**config.mk**
```make
export PLATFORM = sky130hd
export DESIGN_NAME = param_sync_fifo
export DESIGN_NICKNAME = d
export VERILOG_FILES = /design/src/rtl/param_sync_fifo.sv
export SDC_FILE = /design/constraint.sdc
export NUM_CORES = 1
export LEC_CHECK = 0
export BUFFER_PORTS_ARGS = -buffer_cell sky130_fd_sc_hd__buf_2
export CAP_MARGIN = 40
export CORE_UTILIZATION = 45
export CTS_CLUSTER_SIZE = 25
export DETAILED_ROUTE_END_ITERATION = 12
export PLACE_DENSITY_LB_ADDON = 0.15
export SETUP_SLACK_MARGIN = 0.1
export SYNTH_ARGS = -nofsm -noshare
export SYNTH_HDL_FRONTEND = slang
export SYNTH_SLANG_ARGS = --single-unit
```
**constraint.sdc**
```tcl
create_clock -name clk -period 3 [get_ports clk]
set_clock_uncertainty 0.1 [all_clocks]
set_input_delay 0.45 -clock clk [delete_from_list [all_inputs] [get_ports clk]]
set_output_delay 0.45 -clock clk [all_outputs]
set_load 0.02 [all_outputs]
```
**src/rtl/param_sync_fifo.sv**
```systemverilog
// Single-clock FIFO with registered occupancy count, almost-full/empty flags,
// overflow/underflow pulses and a selectable standard or first-word-fall-through read port.
module param_sync_fifo #(
    parameter int DSIZE     = 8,
    parameter int ASIZE     = 4,
    parameter int AF_THRESH = 14,
    parameter int AE_THRESH = 2,
    parameter int FWFT      = 0
) (
    input  logic             clk,
    input  logic             rst_n,
    input  logic             winc,
    input  logic [DSIZE-1:0] wdata,
    input  logic             rinc,
    output logic [DSIZE-1:0] rdata,
    output logic             rvalid,
    output logic             wfull,
    output logic             rempty,
    output logic             walmost_full,
    output logic             ralmost_empty,
    output logic [ASIZE:0]   count,
    output logic             overflow,
    output logic             underflow
);

    localparam int DEPTH = 1 << ASIZE;

    if (DSIZE < 1) begin : g_bad_dsize
        $error("param_sync_fifo: DSIZE must be >= 1");
    end
    if (ASIZE < 1) begin : g_bad_asize
        $error("param_sync_fifo: ASIZE must be >= 1");
    end
    if (AF_THRESH < 1 || AF_THRESH > DEPTH) begin : g_bad_af
        $error("param_sync_fifo: AF_THRESH must lie in 1..DEPTH");
    end
    if (AE_THRESH < 0 || AE_THRESH > DEPTH - 1) begin : g_bad_ae
        $error("param_sync_fifo: AE_THRESH must lie in 0..DEPTH-1");
    end
    if (FWFT != 0 && FWFT != 1) begin : g_bad_fwft
        $error("param_sync_fifo: FWFT must be 0 or 1");
    end

    localparam logic [ASIZE:0] ONE      = (ASIZE+1)'(1);
    localparam logic [ASIZE:0] FULL_CNT = (ASIZE+1)'(DEPTH);
    localparam logic [ASIZE:0] AF_CNT   = (ASIZE+1)'(AF_THRESH);
    localparam logic [ASIZE:0] AE_CNT   = (ASIZE+1)'(AE_THRESH);

    logic [DSIZE-1:0] mem_q [DEPTH];
    logic [ASIZE:0]   wptr_q, wptr_d;
    logic [ASIZE:0]   rptr_q, rptr_d;
    logic [ASIZE:0]   count_q, count_d;
    logic             overflow_q, underflow_q;
    logic             wr_acc, rd_acc;

    assign wfull         = (count_q == FULL_CNT);
    assign rempty        = (count_q == '0);
    assign walmost_full  = (count_q >= AF_CNT);
    assign ralmost_empty = (count_q <= AE_CNT);
    assign count         = count_q;
    assign overflow      = overflow_q;
    assign underflow     = underflow_q;

    assign wr_acc = winc && !wfull;
    assign rd_acc = rinc && !rempty;

    always_comb begin
        wptr_d  = wptr_q;
        rptr_d  = rptr_q;
        count_d = count_q;
        if (wr_acc) begin
            wptr_d = wptr_q + ONE;
        end
        if (rd_acc) begin
            rptr_d = rptr_q + ONE;
        end
        case ({wr_acc, rd_acc})
            2'b10:   count_d = count_q + ONE;
            2'b01:   count_d = count_q - ONE;
            default: count_d = count_q;
        endcase
    end

    always_ff @(posedge clk or negedge rst_n) begin
        if (!rst_n) begin
            wptr_q      <= '0;
            rptr_q      <= '0;
            count_q     <= '0;
            overflow_q  <= 1'b0;
            underflow_q <= 1'b0;
        end else begin
            wptr_q      <= wptr_d;
            rptr_q      <= rptr_d;
            count_q     <= count_d;
            overflow_q  <= winc && wfull;
            underflow_q <= rinc && rempty;
        end
    end

    // Storage is deliberately left unreset; the pointers alone decide what is visible.
    always_ff @(posedge clk) begin
        if (wr_acc) begin
            mem_q[wptr_q[ASIZE-1:0]] <= wdata;
        end
    end

    if (FWFT == 0) begin : g_std
        logic [DSIZE-1:0] rdata_q;
        logic             rvalid_q;

        always_ff @(posedge clk or negedge rst_n) begin
            if (!rst_n) begin
                rdata_q  <= '0;
                rvalid_q <= 1'b0;
            end else begin
                rvalid_q <= rd_acc;
                if (rd_acc) begin
                    rdata_q <= mem_q[rptr_q[ASIZE-1:0]];
                end
            end
        end

        assign rdata  = rdata_q;
        assign rvalid = rvalid_q;
    end else begin : g_fwft
        // Head entry is presented combinationally; forced to zero while empty so reset reads 0.
        assign rdata  = rempty ? '0 : mem_q[rptr_q[ASIZE-1:0]];
        assign rvalid = !rempty;
    end

endmodule

```
* Yosys cells after proc, flatten, opt, wreduce, memory -nomap -nowiden
Memories as Yosys holds them, arrays and structs flattened. A register that Yosys moved wholly into a read port is not among the register bits.
Cells that the tools add are included.
** Storage, ports and cells
- Flip-flop bits (word level) :: 18
- Latch bits :: 0
- Bits in writable memories :: 128
- ROM bits :: 0
- Input bits :: 12
- Output and inout port bits :: 20
- Word-level logic and storage cells :: 28
- Memories kept :: 1
** Memories
- mem_q :: words 16, width 8, read ports 1, clocked after Yosys merged registers in 1, wr ports 1, RTL line 49 : logic [DSIZE-1:0] mem_q [DEPTH];
** Cells by class
- $add $sub $neg :: 4
- Multiply operators :: 0
- Div/mod/pow operators :: 0
- $lt $le $gt $ge :: 2
- Equal/unequal tests :: 3
- Shifts and indexed selects :: 0
- Mux-type cells :: 3
- Bitwise gates (word level) :: 0
- Reduce and logical (&&, ||, !) cells :: 9
** Operators by type and width (count)
- adder 5 x 1 -> 5 bit (second input constant) :: 3
- case mux 5 bit (2 select lines) :: 1
- == test 5 bit (second input constant) :: 1
- >= comparator 5 x 4 -> 1 bit (second input constant) :: 1
- less-or-equal comparator 5 x 2 -> 1 bit (second input constant) :: 1
- zero test 5 bit :: 1
- subtractor 5 x 1 -> 5 bit (second input constant) :: 1
- logical AND 1 bit :: 4
- zero test 1 bit :: 3
- == test 2 x 1 -> 1 bit (second input constant) :: 1
- == test 2 bit (second input constant) :: 1
- two-way mux 1 bit :: 2
- nonzero test 2 bit :: 1

* Depth between registers and ports, before layout
Gate-level depths: netlist of the first run.
- Word-level depth :: 5
- Depth in mapped cells :: 12
- Depth with buffers taken out :: 10

* Worst setup path after synthesis of the first run
Ideal clock, no wire load.
- Path kind :: reg-to-reg
- From :: register count_q[1], in the netlist count[1]
- To :: register count_q[4], in the netlist count[4]
- Setup time :: 0.128 ns
- Arrival :: 2.608 ns
- Required time :: 2.772 ns
- Path slack :: 0.164 ns
- Cell stages (with the launch flop) :: 13
- Buffers on the path :: 2
- Clock period less this slack :: 2.836 ns
- Path through :: dfrtp_1 -> buf_6 -> or4_4 -> o21ai_4 -> inv_2 -> ha_1 -> clkbuf_1 -> xor2_1 -> ha_1 -> and3b_1 -> o21ai_0 -> a21oi_1 -> xor2_1
** On the way
- Word-level cells in the longest chain between the ends :: 5
- Elaborated cells on any way between the ends :: 12
- Classes of those cells :: 2 x add/sub; 3 x eq/ne; 1 x mux; 6 x reduce/logical
** RTL lines
- start: declaration :: RTL line 52 : logic [ASIZE:0] count_q, count_d;
- start signal: assignment :: RTL line 94 : count_q <= count_d;
- zero test 5 bit * :: RTL line 57 : assign rempty = (count_q == '0);
- zero test 1 bit * :: RTL line 65 : assign rd_acc = rinc && !rempty;
- logical AND 1 bit * :: RTL line 65
- via rd_acc :: RTL line 54 : logic wr_acc, rd_acc;
- == test 2 x 1 -> 1 bit / == test 2 bit (equally long branches) :: RTL line 77 : case ({wr_acc, rd_acc})
- case mux 5 bit (2 select lines) / nonzero test 2 bit (equally long branches)
The timed path passes the listed nets; every way through them passes the cells marked *.
A chain may end at the register's enable or synchronous reset.

* Final worst setup path of the first run
Ends and elaborated chain as after synthesis.

==> results of run 1 <==
-- kinds of logic after synthesis --
logic type                 share of synthesized area [%]
DFF                                                 72.1
buffers and inverters                               3.02
muxes                                               14.4
adders and majority gates                           1.62
and+or+nand+nor                                     4.08
xor gates and xnor gates                            1.85
AOI/OAI and AO/OA                                   2.98
-- cells in the mapped netlist (all sizes together) --
| library cell | instances |
|---|---|
| ha | 8 |
| buf | 14 |
| nor4 | 1 |
| nand2 | 18 |
| edfxtp | 128 |
| nor2 | 15 |
| nor4b | 1 |
| and2 | 2 |
| dfrtp | 24 |
| a21boi | 1 |
| xor2 | 6 |
| a21oi | 4 |
| mux4 | 32 |
| nand2b | 3 |
| a311oi | 1 |
| and2b | 1 |
| o221ai | 7 |
| a2111oi | 2 |
| a31o | 1 |
| xnor2 | 7 |
| or4 | 1 |
| nor2b | 1 |
| nor3 | 4 |
| nand4 | 2 |
| mux2i | 15 |
| o31ai | 1 |
| o21ai | 4 |
| clkbuf | 5 |
| mux2 | 1 |
| and3 | 1 |
| and3b | 2 |
| inv | 5 |
| a32oi | 1 |
-- flip-flops by register name, summed over array words and instances, names as in the netlist --
register / count
mem_q: 128
rdata: 8
count: 5
rptr_q: 4
wptr_q: 4
overflow: 1
rvalid: 1
underflow: 1
-- area by class of cell --
class                      instances  share of cell area, %
clock buffer                      19                   5.99
clock inverter                    13                   2.79
inverter                           5                  0.260
multi-input combinational        143                   21.3
sequential                       152                   61.5
tap                              176                   3.05
timing repair buffer              58                   5.09
-- metrics by stage --
stage	total power, mW	instance area, sq um	worst slack (ns)	hold WS, ns	util (%)
2_1_floorplan	4.40	6170	0.164	0.0544	-
3_3_place_gp	4.85	6480	0.235	0.373	48.7
3_5_place_dp	4.92	6580	0.194	0.377	49.5
4_1_cts	7.19	7220	0.177	0.177	54.3
5_1_grt	7.45	7220	0.109	0.189	54.3
6_report	7.12	7220	0.257	0.201	54.3
-- layer usage --
layer	vias up	share of wire, %
li1	1380	-
met5	-	0
met4	0	1.6
met3	13	6.2
met1	1584	43
met2	91	49
-- power groups by stage --
stage / combinational, mW / clock [mW] / sequential (mW)
finish: 1.94 / 2.28 / 2.90
global route: 2.11 / 2.39 / 2.95
CTS: 1.98 / 2.31 / 2.90
detailed placement: 1.98 / 0 / 2.94
global placement: 1.92 / 0 / 2.94
floorplan: 1.53 / 0 / 2.88
-- worst paths after layout --
path / startpoint / endpoint / slack, ns / cells past startpoint
max in group asynchronous: rst_n / rdata[7] / 1.87 / 2
min in group asynchronous: rst_n / wptr_q[0] / 0.49 / 2
max reg2reg: count[1] / count[4] / 0.26 / 10
min reg2reg: rdata[0] / rdata[0] / 0.39 / 2
max: count[1] / count[4] / 0.26 / 10
min: rinc / underflow / 0.20 / 2
-- timing repair --
item                                    CTS  global route
endpoints found under the setup margin    0             2
hold buffers                              1             0
resized for setup                         0             1
hold endpoints to repair                 24             0
==> flow_summary.yaml, run 1 <==
outcome:
  status: "completed"
timing:
  max_freq_ghz: 0.365
  period_share_pct: 91.4
  final-hold-violation-count: 0
  drv_slew: 0
  rsz0062_at_grt: "no"
  setup_viol: 0
  tightest_slew_ns: 0.661
  fin_tns_setup_ns: 0
  finalCriticalPeriod_ns: 2.74
  relSlewSlack_pct: 55.9
drt:
  vias: 3068
  first_iter_violations: 241
  routed_via_density: 5.42
  drc: 0
  ant_nets: 0
  wl_mm: 12.0
  dr.pass1.iters: 4
  avgRoutedWirePerCell_um: 21.1
pwr:
  intPower_mw: 5.00
  p_leak_nw: 2.59
  switchingPower_mw: 2.12
  power.density_mw_per_mm2: 985
  irDropWorstVdd_uv: 666
  combPwrFrac_pct: 27.2
  seqPwrFrac_pct: 40.7
  swShare_pct: 29.8
  pwr-share-clk_pct: 32.1
finish:
  final-seq-area_sq_mm: 0.00444
  area_delta_synth_final_pct: 17.1
  fill_cells: 1039
  layout_common_cells: "edfxtp_1 (128), buf_2 (33), mux4_2 (31)"
  post_route_cells_drive_above_1_share_pct: 32.1
  diodes: 0
  layoutNonFillerInstCount: 566
  fin_nets: 397
  multi_input_area_sq_mm: 0.00154
  layout_commonest_cell: "edfxtp_1"
critical_path:
  cp_max_fo: 11
  cpMaxStageDelayCell: "or4_4"
  max_stage_delay_ns: 0.60
  setup.worst_path.class: "flop to flop"
  critPathCaptureType: "flop"
  cp.arrival_ns: 2.94
  cp.required_ns: 3.20
  path_delay_family: "simple AND/OR/NAND/NOR gates"
  crit_path_cell_trace: "or4_4, o21ai_4, inv_2, ha_2, xor2_1, ha_1, and3b_1, o21ai_0, a21oi_1, xor2_1"
  crit_buf_inv: 1
  worst_setup_path_start_kind: "flop"
  path_common_cell: "xor2_1"
floorplan:
  start_util_pct: 46.4
  fp.coreArea_sq_mm: 0.0133
  row_count: 42
  fp.dieW_um: 119
  die_h_um: 119
  ioPinCount: 32
  dieArea_sq_mm: 0.0142
clocking:
  clk_pin_slew_ns: 0.06
  ctsHtreeMaxLevel: 4
  clk_latency_ns: 0.43
  cts_sinks: 152
  cts_made_buffers: 17
  postCtsSetupBuffers: 0
  cts_tree: "done"
  clk_path_buf_depth: 2
  cts_root_buf: "clkbuf_16"
synth:
  synth_largest_area_cell: "edfxtp_1"
  synth_cell_types: 41
  ys_ff_latch: 152
  syn_area_sq_mm: 0.00617
  synth_sequential_area_ratio_pct: 72.1
  synth_top_cell_area_share_pct: 62.3
  ys_top_cells_by_area: "edfxtp_1 (62%), mux4_2 (11%), dfrtp_1 (9.7%)"
  synth_area_per_cell_sq_um: 19.3
  synth-warning-count: 0
  synth_cells: 319
  syn-num-nets: 339
global_route:
  top_usage_layer: "met2"
  met1_usage_pct: 23.6
  met3_usage_pct: 6.70
  antenna_found_initial: 0
  grt_max_degree: 27
  grt_pass1_vias: 3196
  use_met2_pct: 29.4
  grt_pass1_wl_mm: 18.5
  track_usage_pct: 18.6
  grt_overflow: 0
place:
  gp_congestion: 0.787
  portBuffers: 31
  dp_hpwl_mm: 7.98
  dp_cells: 533
flow_run:
  maxCapViolCount: 0
hold_path:
  min-delay-path-class: "primary input to flop"
No activity file was read; power rests on OpenSTA's default activity.
==> inputs of run 2 (changes only) <==
--- a/config.mk
+++ b/config.mk
@@ -5,6 +5,7 @@
 export SDC_FILE = /design/constraint.sdc
 export NUM_CORES = 1
 export LEC_CHECK = 0
+export ABC_AREA = 1
 export BUFFER_PORTS_ARGS = -buffer_cell sky130_fd_sc_hd__buf_2
 export CAP_MARGIN = 40
 export CORE_UTILIZATION = 45
==> flow_summary.yaml, run 2 <==
timing:
  tightest_slew_ns: 0.731
  rsz0062_at_grt: "no"
  setup_viol: 0
  relSlewSlack_pct: 51.1
  period_share_pct: 83.0
  fin_tns_setup_ns: 0
  max_freq_ghz: 0.401
  drv_slew: 0
  final-hold-violation-count: 0
  timing.final.ws_setup_ns: 0.509
  finalCriticalPeriod_ns: 2.49
synth:
  synth_top_family_by_area: "simple AND/OR/NAND/NOR gates"
  synth_top_cell_area_share_pct: 56.8
  synth.most_common_cell: "nand2_1"
  synth.mux.area_fraction_pct: 0
  async_flop_share_pct: 15.8
  synth_cells: 682
  ys_ff_latch: 152
  synth_common_cells: "nand2_1 (226), edfxtp_1 (128), inv_1 (122)"
  synth_largest_area_cell: "edfxtp_1"
  synth-edff-count: 128
  yosys.area_share.simple_pct: 21.7
  synth_fa_ha_area_share_pct: 1.48
  synth-compound-area-share_pct: 0.647
  synth-warning-count: 0
  syn_area_sq_mm: 0.00676
  synth_sequential_area_ratio_pct: 65.7
  synth_cell_types: 22
  synth_xor_xnor_area_share_pct: 1.17
  synth_ff_type: "edfxtp_1"
  syn-num-nets: 702
  ys_top_cells_by_area: "edfxtp_1 (57%), nand2_1 (13%), dfrtp_1 (8.9%)"
  synth_area_per_cell_sq_um: 9.92
global_route:
  grt_pass1_vias: 4435
  grt_max_degree: 67
  antenna_found_initial: 0
  grt_pass1_wl_mm: 23.9
  track_usage_pct: 20.6
  grt_overflow: 0
pwr:
  p_leak_nw: 3.49
  irDropWorstVdd_uv: 474
  power.density_mw_per_mm2: 984
clocking:
  clk_latency_ns: 0.43
  clk_path_buf_depth: 2
  clk_pin_slew_ns: 0.06
  cts_root_buf: "clkbuf_16"
  cts_made_buffers: 17
  cts_tree: "done"
  ctsHtreeMaxLevel: 4
  cts_sinks: 152
  postCtsSetupBuffers: 0
drt:
  avgRoutedWirePerCell_um: 16.2
  drc: 0
  wl_mm: 14.7
  dr.pass1.iters: 7
  ant_nets: 0
  vias: 4505
  first_iter_violations: 402
  routed_via_density: 4.95
hold_path:
  hold_path_depth: 3
  min-delay-path-class: "primary input to flop"
finish:
  final_area_sq_mm: 0.00765
  post_route_cells_drive_above_1_share_pct: 9.78
  largest_register_ffs: 128
  area_delta_synth_final_pct: 13.1
  fin_nets: 733
  layout_common_cells: "nand2_1 (226), edfxtp_1 (128), inv_1 (122)"
  layout_commonest_cell: "nand2_1"
  diodes: 0
critical_path:
  critPathCaptureType: "flop"
  cp_max_fo: 14
  cp.arrival_ns: 2.71
  cp.required_ns: 3.22
  setup.worst_path.class: "flop to flop"
  worst_setup_path_start_kind: "flop"
  r2r_cells: 14
place:
  postPlaceCellArea_sq_mm: 0.00704
  gp_congestion: 0.854
  dp_slack_ns: 0.537
  portBuffers: 31
  dp_hpwl_mm: 9.52
floorplan:
  row_count: 44
  fp.coreArea_sq_mm: 0.0146
  fp.dieW_um: 125
  dieArea_sq_mm: 0.0155
  ioPinCount: 32
  die_h_um: 125
  start_util_pct: 46.4
flow_run:
  maxCapViolCount: 0
outcome:
  status: "completed"
## run 2: cell types whose count changed after synthesis, sizes merged, moves of 9 or more
| cell | previous run | this run |
|---|---|---|
| nand2 | 18 | 226 |
| mux2i | 15 | 0 |
| nand3 | 0 | 104 |
| inv | 5 | 123 |
| buf | 14 | 23 |
| mux4 | 32 | 0 |
## run 2: critical path, stage by stage (launching register included)
cell and delay (ns):
dfrtp_1 0.45, inv_1 0.09, nand4_1 0.14, nand2_1 0.08, inv_1 0.30, ha_1 0.34, xor2_1 0.23, ha_1 0.19
inv_1 0.04, nand2_1 0.09, nand3_1 0.10, nand3_1 0.08, nand2_1 0.05, nand2_1 0.05, nand2_1 0.05
## run 2: routing by layer
metal / vias to the layer above / global-route usage, % / share of wire (%)
met1: 2148 / 29.2 / 48
met2: 110 / 31.5 / 46
met5: - / 0 / 0
met4: 0 / 6.59 / 1.2
li1: 2229 / - / -
met3: 18 / 4.51 / 4.7
## run 2: final timing paths
kind | endpoint | slack [ns] | startpoint
max | count[4] | 0.51 | count[0]
min | underflow | 0.14 | rinc
max reg2reg | count[4] | 0.51 | count[0]
min reg2reg | rdata[1] | 0.37 | rdata[1]
max in group asynchronous | rptr_q[0] | 1.97 | rst_n
min in group asynchronous | rdata[4] | 0.44 | rst_n
## run 2: layout make-up
class / instances / area (sq um)
Fill cell: 1290 / 6940
Sequential cell: 152 / 4450
Multi-Input combinational cell: 379 / 1690
Inverter: 124 / 465
Clock buffer: 18 / 429
Tap cell: 184 / 230
Timing Repair Buffer: 39 / 218
Clock inverter: 14 / 173
## run 2: kinds of logic after synthesis
group / count (synthesis)
flops: 152
simple gates: 355
fa+ha+maj: 8
compound gates: 7
xor+xnor: 9
buf+inv: 151
## run 2: repair_timing
action	4_1_cts	5_1_grt
hold buffers	1	0
gates resized for setup	0	0
hold endpoints to repair	24	0
## run 2: per-stage QoR
| stage | hold WS [ns] | utilization [%] | power [mW] | cells |
|---|---|---|---|---|
| final | 0.138 | 52.4 | 7.53 | 910 |
| after global routing | 0.139 | 52.4 | 8.01 | 910 |
| after CTS | 0.122 | 52.4 | 7.57 | 910 |
| after detailed placement | 0.362 | 48.3 | 5.38 | 877 |
| after global placement | 0.357 | 48.3 | 5.35 | 877 |
| after floorplan | 0.0544 | - | 4.66 | 682 |
## run 2: where the power goes
part	internal, mW	total (mW)	leakage, nW	switching, mW
clock network	1.31	2.18	0.280	0.871
logic	0.739	2.53	1.76	1.79
registers	2.63	2.81	1.45	0.179
total	4.68	7.53	3.49	2.84
==> inputs of run 3 (changes only) <==
==> constraint.sdc (replaced) <==
create_clock -name clk -period 2.6 [get_ports clk]
set_clock_uncertainty 0.1 [all_clocks]
set_input_delay 0.39 -clock clk [delete_from_list [all_inputs] [get_ports clk]]
set_output_delay 0.39 -clock clk [all_outputs]
set_load 0.02 [all_outputs]
==> flow_summary.yaml, run 3 (same netlist as run 2, synthesis figures left out) <==
flow_run:
  maxCapViolCount: 0
global_route:
  grt_overflow: 0
  grt_pass1_wl_mm: 24.0
  grt_max_degree: 67
  grt_pass1_vias: 4432
  antenna_found_initial: 0
  track_usage_pct: 20.8
pwr:
  total_power_mw: 8.86
  p_leak_nw: 3.57
  irDropWorstVdd_uv: 495
  power.density_mw_per_mm2: 1140
drt:
  first_iter_violations: 305
  routed_via_density: 5.02
  ant_nets: 0
  dr.pass1.iters: 5
  wl_mm: 15.0
  vias: 4615
  avgRoutedWirePerCell_um: 16.4
  drc: 0
floorplan:
  fp.coreArea_sq_mm: 0.0146
  row_count: 44
  fp.dieW_um: 125
  die_h_um: 125
  dieArea_sq_mm: 0.0155
  ioPinCount: 32
  start_util_pct: 46.4
critical_path:
  setup.worst_path.class: "flop to flop"
  rrSetupSlack_ns: 0.31
  critPathCaptureType: "flop"
  cp.arrival_ns: 2.50
  max_stage_delay_ns: 0.42
  cpMaxStageDelayCell: "dfrtp_1"
  path_common_cell: "nand2_1"
  cp.required_ns: 2.81
  cp_max_fo: 6
  worst_setup_path_start_kind: "flop"
  crit_path_cell_trace: "nor2_2, nand4_1, nand2_4, ha_2, xor2_2, ha_1, inv_1, nand2_1, nand3_1, nand3_1, nand2_1, nand2_1, nand2_1"
finish:
  layout_commonest_cell: "nand2_1"
  fin_nets: 744
  largest_register_ffs: 128
  layout_common_cells: "nand2_1 (225), edfxtp_1 (128), inv_1 (122)"
  final_area_sq_mm: 0.00778
  diodes: 0
  post_route_cells_drive_above_1_share_pct: 11.0
  area_delta_synth_final_pct: 15.0
place:
  postPlaceCellArea_sq_mm: 0.00713
  gp_congestion: 0.896
  portBuffers: 31
  dp_hpwl_mm: 9.43
clocking:
  cts_made_buffers: 17
  clk_pin_slew_ns: 0.06
  cts_tree: "done"
  clk_path_buf_depth: 2
  clk_latency_ns: 0.42
  ctsHtreeMaxLevel: 4
  cts_root_buf: "clkbuf_16"
  cts_sinks: 152
timing:
  rsz0062_at_grt: "no"
  setup_viol: 0
  drv_slew: 0
  relSlewSlack_pct: 47.1
  max_freq_ghz: 0.436
  fin_tns_setup_ns: 0
  finalCriticalPeriod_ns: 2.29
  tightest_slew_ns: 0.791
  period_share_pct: 88.1
  final-hold-violation-count: 0
outcome:
  status: "completed"
hold_path:
  min-delay-path-class: "primary input to flop"
[run 3: cell types whose count changed in the layout (fill, tap and decap cells not counted), sizes merged]
cell,change
bufinv,+2
buf,+11
clkinvlp,-4
clkinv,+3
clkbuf,+1
inv,-4
[run 3: worst max-delay path: cells and delay by family (launching register included)]
family | cells | cell delay [ns]
simple gates | 9 | 1.00
flops | 1 | 0.42
buf+inv | 1 | 0.04
fa+ha+maj | 2 | 0.44
xor+xnor | 1 | 0.19
[run 3: path summary, 6_finish.rpt]
check,cells past startpoint,to,from
min reg2reg,2,rdata[7],rdata[7]
max,13,count[4],count[3]
max reg2reg,13,count[4],count[3]
min,3,underflow,rinc
max in group asynchronous,2,rptr_q[0],rst_n
min in group asynchronous,2,rdata[5],rst_n
[run 3: through the flow]
step / hold slack (ns) / utilization [%] / std cells / worst slack (ns)
after detailed placement: 0.308 / 48.9 / 887 / 0.0839
after global placement: 0.301 / 48.9 / 887 / 0.211
after global routing: 0.0664 / 53.3 / 919 / 0.0930
after floorplan: -0.00559 / - / 682 / 0.312
after CTS: 0.0648 / 53.1 / 918 / 0.157
final: 0.0863 / 53.3 / 919 / 0.309
[run 3: layout make-up]
cell class	instances	area, sq um
inverters	124	465
clock inverters	11	180
well taps	184	230
multi-input cells	379	1710
flip-flops and latches	152	4450
clock buffers	19	433
repair buffers	50	313
fillers	1262	6810
[run 3: what timing repair did]
item / 4_1_cts / 5_1_grt
setup buffers: 0 / 1
hold endpoints to repair: 24 / 0
resized for setup: 1 / 4
pin swaps: 0 / 1
endpoints found under the setup margin: 1 / 3
hold buffers: 1 / 0
[run 3: routing by layer]
layer	share of wire, %	up-vias	routed length [um]	global-route usage, %
met2	47	132	7040	31.7
met4	1.5	0	218	7.02
met1	46	2224	6970	29.0
met3	5.3	16	796	5.41
met5	0	-	0	0
li1	-	2243	-	-
[run 3: report_power, final]
part,switching [mW],total (mW),leakage (nW),internal (mW)
clock network,0.920,2.60,0.298,1.68
logic,2.11,3.01,1.82,0.901
registers,0.217,3.25,1.45,3.03
